## src/rtl/regfile_pkg.sv

```systemverilog
// Shared constants and types for the register-file write arbiter.
package regfile_pkg;

    localparam int unsigned DATA_WIDTH = 32;
    localparam int unsigned ADDR_WIDTH = 5;
    localparam int unsigned NUM_REGS   = 2 ** ADDR_WIDTH;
    localparam logic [ADDR_WIDTH-1:0] REG_ZERO = '0;

    typedef enum logic {
        PREF_ALU,
        PREF_MEM
    } arb_state_t;

    typedef enum logic [1:0] {
        GNT_NONE = 2'b00,
        GNT_ALU  = 2'b01,
        GNT_MEM  = 2'b10
    } grant_t;

endpackage

```

## src/rtl/rr_arbiter2.sv

```systemverilog
// Two-input round-robin arbiter; grant is combinational from the current preference.
module rr_arbiter2
    import regfile_pkg::*;
(
    input  logic   clk,
    input  logic   reset,
    input  logic   req_alu_i,
    input  logic   req_mem_i,
    output grant_t gnt_o
);

    arb_state_t state_q, state_d;

    always_comb begin
        gnt_o   = GNT_NONE;
        state_d = state_q;
        if (!reset) begin
            if (req_alu_i && (!req_mem_i || state_q == PREF_ALU)) begin
                gnt_o = GNT_ALU;
            end else if (req_mem_i) begin
                gnt_o = GNT_MEM;
            end
        end
        // The granted side loses preference for the next tie.
        unique case (gnt_o)
            GNT_ALU: state_d = PREF_MEM;
            GNT_MEM: state_d = PREF_ALU;
            default: state_d = state_q;
        endcase
    end

    always_ff @(posedge clk) begin
        if (reset) begin
            state_q <= PREF_ALU;
        end else begin
            state_q <= state_d;
        end
    end

endmodule

```

## src/rtl/regfile_write_arbiter.sv

```systemverilog
// Shares the register-file write port between ALU and load writeback and tracks
// in-flight destinations in a pending-write scoreboard.
module regfile_write_arbiter #(
    parameter int unsigned DATA_WIDTH = 32,
    parameter int unsigned ADDR_WIDTH = 5
) (
    input  logic                     clk,
    input  logic                     reset,
    input  logic                     aluValid,
    input  logic [ADDR_WIDTH-1:0]    aluReg,
    input  logic [DATA_WIDTH-1:0]    aluData,
    output logic                     aluReady,
    input  logic                     memValid,
    input  logic [ADDR_WIDTH-1:0]    memReg,
    input  logic [DATA_WIDTH-1:0]    memData,
    output logic                     memReady,
    input  logic                     issueValid,
    input  logic [ADDR_WIDTH-1:0]    issueReg,
    output logic                     issueReady,
    output logic [2**ADDR_WIDTH-1:0] pendingMask,
    output logic                     writeEnable,
    output logic [ADDR_WIDTH-1:0]    writeReg,
    output logic [DATA_WIDTH-1:0]    writeData
);
    import regfile_pkg::*;

    localparam int unsigned NUM_REGS = 2 ** ADDR_WIDTH;

    grant_t                gnt;
    logic [ADDR_WIDTH-1:0] gnt_reg;
    logic [DATA_WIDTH-1:0] gnt_data;

    logic                  we_q, we_d;
    logic [ADDR_WIDTH-1:0] wreg_q, wreg_d;
    logic [DATA_WIDTH-1:0] wdata_q, wdata_d;
    logic [NUM_REGS-1:0]   pend_q, pend_d;

    rr_arbiter2 u_arb (
        .clk       (clk),
        .reset     (reset),
        .req_alu_i (aluValid),
        .req_mem_i (memValid),
        .gnt_o     (gnt)
    );

    assign aluReady   = (gnt == GNT_ALU);
    assign memReady   = (gnt == GNT_MEM);
    assign issueReady = !reset && ((issueReg == '0) || !pend_q[issueReg]);

    always_comb begin
        gnt_reg  = aluReg;
        gnt_data = aluData;
        if (gnt == GNT_MEM) begin
            gnt_reg  = memReg;
            gnt_data = memData;
        end
    end

    always_comb begin
        we_d    = 1'b0;
        wreg_d  = wreg_q;
        wdata_d = wdata_q;
        pend_d  = pend_q;
        if (gnt != GNT_NONE) begin
            // Register 0 is hardwired: accept the request but never strobe the file.
            we_d            = (gnt_reg != '0);
            wreg_d          = gnt_reg;
            wdata_d         = gnt_data;
            pend_d[gnt_reg] = 1'b0;
        end
        // A new producer issuing this cycle overrides a retiring one to the same reg.
        if (issueValid && issueReady) begin
            pend_d[issueReg] = 1'b1;
        end
        pend_d[0] = 1'b0;
    end

    always_ff @(posedge clk) begin
        if (reset) begin
            we_q    <= 1'b0;
            wreg_q  <= '0;
            wdata_q <= '0;
            pend_q  <= '0;
        end else begin
            we_q    <= we_d;
            wreg_q  <= wreg_d;
            wdata_q <= wdata_d;
            pend_q  <= pend_d;
        end
    end

    assign writeEnable = we_q;
    assign writeReg    = wreg_q;
    assign writeData   = wdata_q;
    assign pendingMask = pend_q;

endmodule

```

## config.mk

```make
export PLATFORM = sky130hd
export DESIGN_NAME = regfile_write_arbiter
export DESIGN_NICKNAME = d
export VERILOG_FILES = /design/src/rtl/regfile_pkg.sv /design/src/rtl/rr_arbiter2.sv /design/src/rtl/regfile_write_arbiter.sv
export SDC_FILE = /design/constraint.sdc
export NUM_CORES = 1
export LEC_CHECK = 0
export CORE_MARGIN = 3
export CORE_UTILIZATION = 38
export CTS_CLUSTER_SIZE = 20
export DETAILED_ROUTE_END_ITERATION = 10
export GPL_TIMING_DRIVEN = 0
export PLACE_DENSITY = 0.76
export REMOVE_ABC_BUFFERS = 1
export SLEW_MARGIN = 20
export SYNTH_ARGS = -nofsm -noshare
export SYNTH_HDL_FRONTEND = slang
export SYNTH_SLANG_ARGS = --single-unit
```

## constraint.sdc

```tcl
create_clock -name clk -period 2.9 [get_ports clk]
set_clock_uncertainty 0.15 [all_clocks]
set_input_delay 0.87 -clock clk [delete_from_list [all_inputs] [get_ports clk]]
set_output_delay 0.87 -clock clk [all_outputs]
set_load 0.03 [all_outputs]
```

==> results.md <==
- Cell Area, Synth: ~3600 um^2
- Die Span Y: 104 um
- CP endpoint kind: output pin
- Overall Global Routing Usage: 21.7%
- Nets: about 680
- Initial antenna violation count: 0
- Worst Setup Path Type: in -> out
- Clk root buf: clkbuf_8
- Synth Instances: between 400 and 500
- # setup viols final: 1
- Bufs on Longest Clock Path: 2
- Slew HR: approximately two thirds
- Synth Area per Inst: a little over 8 um^2
- Final period util: 109%
- Highest clock rate: around 0.32 GHz
- Final hold viol count: 0
- Asr flop ratio synth: 0%
- Multi-input logic area: between 2000 and 2500 um^2
- Post-route cell area: ~5700 um^2
- Row count: 34
- Tmin final: between 3 and 4 ns
- Core area: roughly 9000 um^2
- Die area: ~11000 um^2
- Via density: 5.34
- Largest net degree at the start of global routing: 57
- Pwr Total: approximately 0.0024 W
- Wire length per cell: roughly 17 um
- DRC violation total after the first TritonRoute iteration: 174
- Detail Route Antenna Nets: 0
- Failing checks: setup timing
- Status: finished with violations
- Routability congestion estimate: 0.978
- Vias in the first global route: 3903
- Unique masters post-synth: 48
- Final wirelength: between 10000 and 15000 um
- PD cells: between 400 and 500 nW/um^2
- Worst-path clk slew: about 0.070 ns
- DRC Markers: 0
- CTS H-tree depth: 3
- Unrepaired setup endpoints after global routing: yes
- Setup crit start kind: input port
- Post-synth EDFFs: 0
- Area delta synth->final: 57.2%
- Max Cap Viol: 0
- Register area: around 1400 um^2
- Sink Count: 70
- Fin cells: between 700 and 800
- CP Data Required Time: 1.88 ns
- CTS buffer count: 9
- IO buf count: 155
- Post-synthesis sequential area ratio: between 30% and 40%
- Top FF cell, synth: dfxtp_1
- Clk_lat worst skew: 0.34 ns
- Placed cells: about 700
- Die width: around 100 um
- Peak supply drop: around 0.00026 V
- First-pass GRT wire length: between 15000 and 20000 um
- Static Leak: roughly 2.0 nW
- Warnings, synthesis: 0
- N_diodes: 0
- Initial Utilization: roughly two fifths
- Slew @ Worst Pin: approximately 0.51 ns
- Max Slew Vio Count: 0
- Layout filler cell count: 740
- Via count: roughly 3.8k
- Drt pass-1 iters: 5
- Global route total overflow: 0
- Detailed-placement wirelength estimate: 8520 um
- Placed Area: 5230 um^2
- Critical Path AT: 2.13 ns
- CP max FO: 3
- Hold_buf cts: 0
- Yosys reg bits: 70
- TritonCTS clock tree: done
- Layout cells sized above 1: a little over an eighth
- Io pins: 157
- Hold Path Class: reg -> reg
- Final setup margin: -0.255 ns
[routing by layer]
metal / up-vias / routed length [um] / track usage, %
met5: - / 0 / 0
met4: 0 / 367 / 9.21
met3: 33 / 1370 / 8.21
met2: 220 / 5770 / 37.2
met1: 1743 / 4570 / 24.2
li1: 1849 / - / -
[path summary, 6_finish.rpt]
kind	from	to	slack (ns)	cells past startpoint
worst max-delay path	issueReg[0]	issueReady	-0.25	7
worst min-delay path	writeReg[3]$_SDFFE_PP0N_	writeReg[3]$_SDFFE_PP0N_	0.34	2
worst max register to register	u_arb.state_q$_SDFFE_PP0P_	pendingMask[30]$_SDFF_PP0_	0.46	9
worst min register to register	writeReg[3]$_SDFFE_PP0N_	writeReg[3]$_SDFFE_PP0N_	0.34	2
[placed cells by master, fill, tap and decap left out, types with 3 or more instances in the layout]
cell type / Yosys / routed
nor2b_1: 4 / 3
clkdlybuf4s50_1: 0 / 144
mux2i_1: 49 / 46
o21ai_0: 8 / 8
nand2_1: 43 / 42
a21oi_2: 1 / 5
buf_6: 4 / 4
a32o_2: 3 / 3
nor2_1: 84 / 79
clkinv_2: 0 / 3
inv_1: 4 / 3
o31ai_1: 13 / 13
and3_1: 3 / 3
nand3b_1: 5 / 5
buf_12: 0 / 4
nor2_2: 0 / 4
dfxtp_1: 70 / 70
or3b_2: 5 / 4
a22oi_1: 3 / 3
buf_4: 3 / 6
mux2i_2: 0 / 3
a21oi_4: 2 / 5
a21oi_1: 46 / 39
nand3_1: 29 / 27
dlygate4sd2_1: 0 / 4
a32o_1: 5 / 5
clkbuf_8: 0 / 10
[synth_stat cells, types with 2 or more instances]
cell type	n	area share (%)
o32ai_1	2	0.48
a21oi_1	46	6.4
o21ai_0	8	1.1
nor2b_1	4	0.69
or3_1	2	0.35
o31ai_1	13	2.7
a21oi_4	2	0.90
ha_1	3	1.0
buf_6	4	1.2
a211oi_1	2	0.41
or3b_2	5	1.2
nand3b_1	5	1.0
and3_1	3	0.52
or3b_1	2	0.48
dfxtp_1	70	39
a32o_2	3	0.93
inv_1	4	0.41
nand2_1	43	4.5
buf_1	5	0.52
buf_2	6	0.83
buf_4	3	0.62
nor2_1	84	8.7
nand3_1	29	4.0
clkbuf_1	12	1.2
or2_2	2	0.35
mux2i_1	49	14
o21ai_1	2	0.28
a32o_1	5	1.4
a22oi_1	3	0.62
[cell type report]
cell class,count,area share (%)
Multi-Input combinational cell,335,38.4
Sequential cell,70,24.6
Timing Repair inverter,1,0.154
Clock inverter,4,0.396
Clock buffer,12,2.55
Timing Repair Buffer,167,30.5
Tap cell,126,2.77
Inverter,5,0.550
[logic make-up (layout without fill, tap and decap cells)]
| family | count (synthesis) | count (layout) | synth area share (%) |
|---|---|---|---|
| mux | 51 | 51 | 14.5 |
| compound gates | 92 | 92 | 16.6 |
| other cells | 1 | 1 | 0.104 |
| fa+ha+maj | 3 | 3 | 1.04 |
| simple gates | 188 | 188 | 24.1 |
| flops | 70 | 70 | 38.7 |
| buf+inv | 35 | 189 | 4.98 |
[critical path, cell delays in order]
cell	delay (ns)
buf_16	0.09
mux4_2	0.52
nor2_1	0.11
nor3_1	0.05
a21o_1	0.18
a21oi_2	0.17
buf_6	0.15
[power by group]
part,internal (W),switching (W)
Combinational,0.000307,0.000346
Clock,0.000330,0.000360
Sequential,0.00100,0.0000252
Total,0.00164,0.000732
[sequential cells by signal, summed over array words and instances (netlist names)]
signal and count:
pendingMask 31, writeData 32, writeEnable 1, writeReg 5, u_arb.state_q 1
[stage by stage]
| step | utilization (%) | TNS (ns) | hold slack, ns | setup slack (ns) |
|---|---|---|---|---|
| floorplan | - | -110.31 | 0.327 | -1.87 |
| global placement | 57.6 | -327.78 | 0.315 | -5.29 |
| detailed placement | 58.3 | -101.57 | 0.330 | -2.14 |
| CTS | 62.5 | -0.216 | 0.350 | -0.216 |
| global route | 63.4 | -0.300 | 0.369 | -0.300 |
| finish | 63.4 | -0.255 | 0.343 | -0.255 |
[timing repair]
item / in CTS / in global routing
setup endpoints to repair: 73 / 26
gates resized for setup: 65 / 19
cloned: 1 / 1
buffers inserted: 9 / 0
pin swaps: 10 / 3
Note: power is estimated with default switching activity, not from simulation.
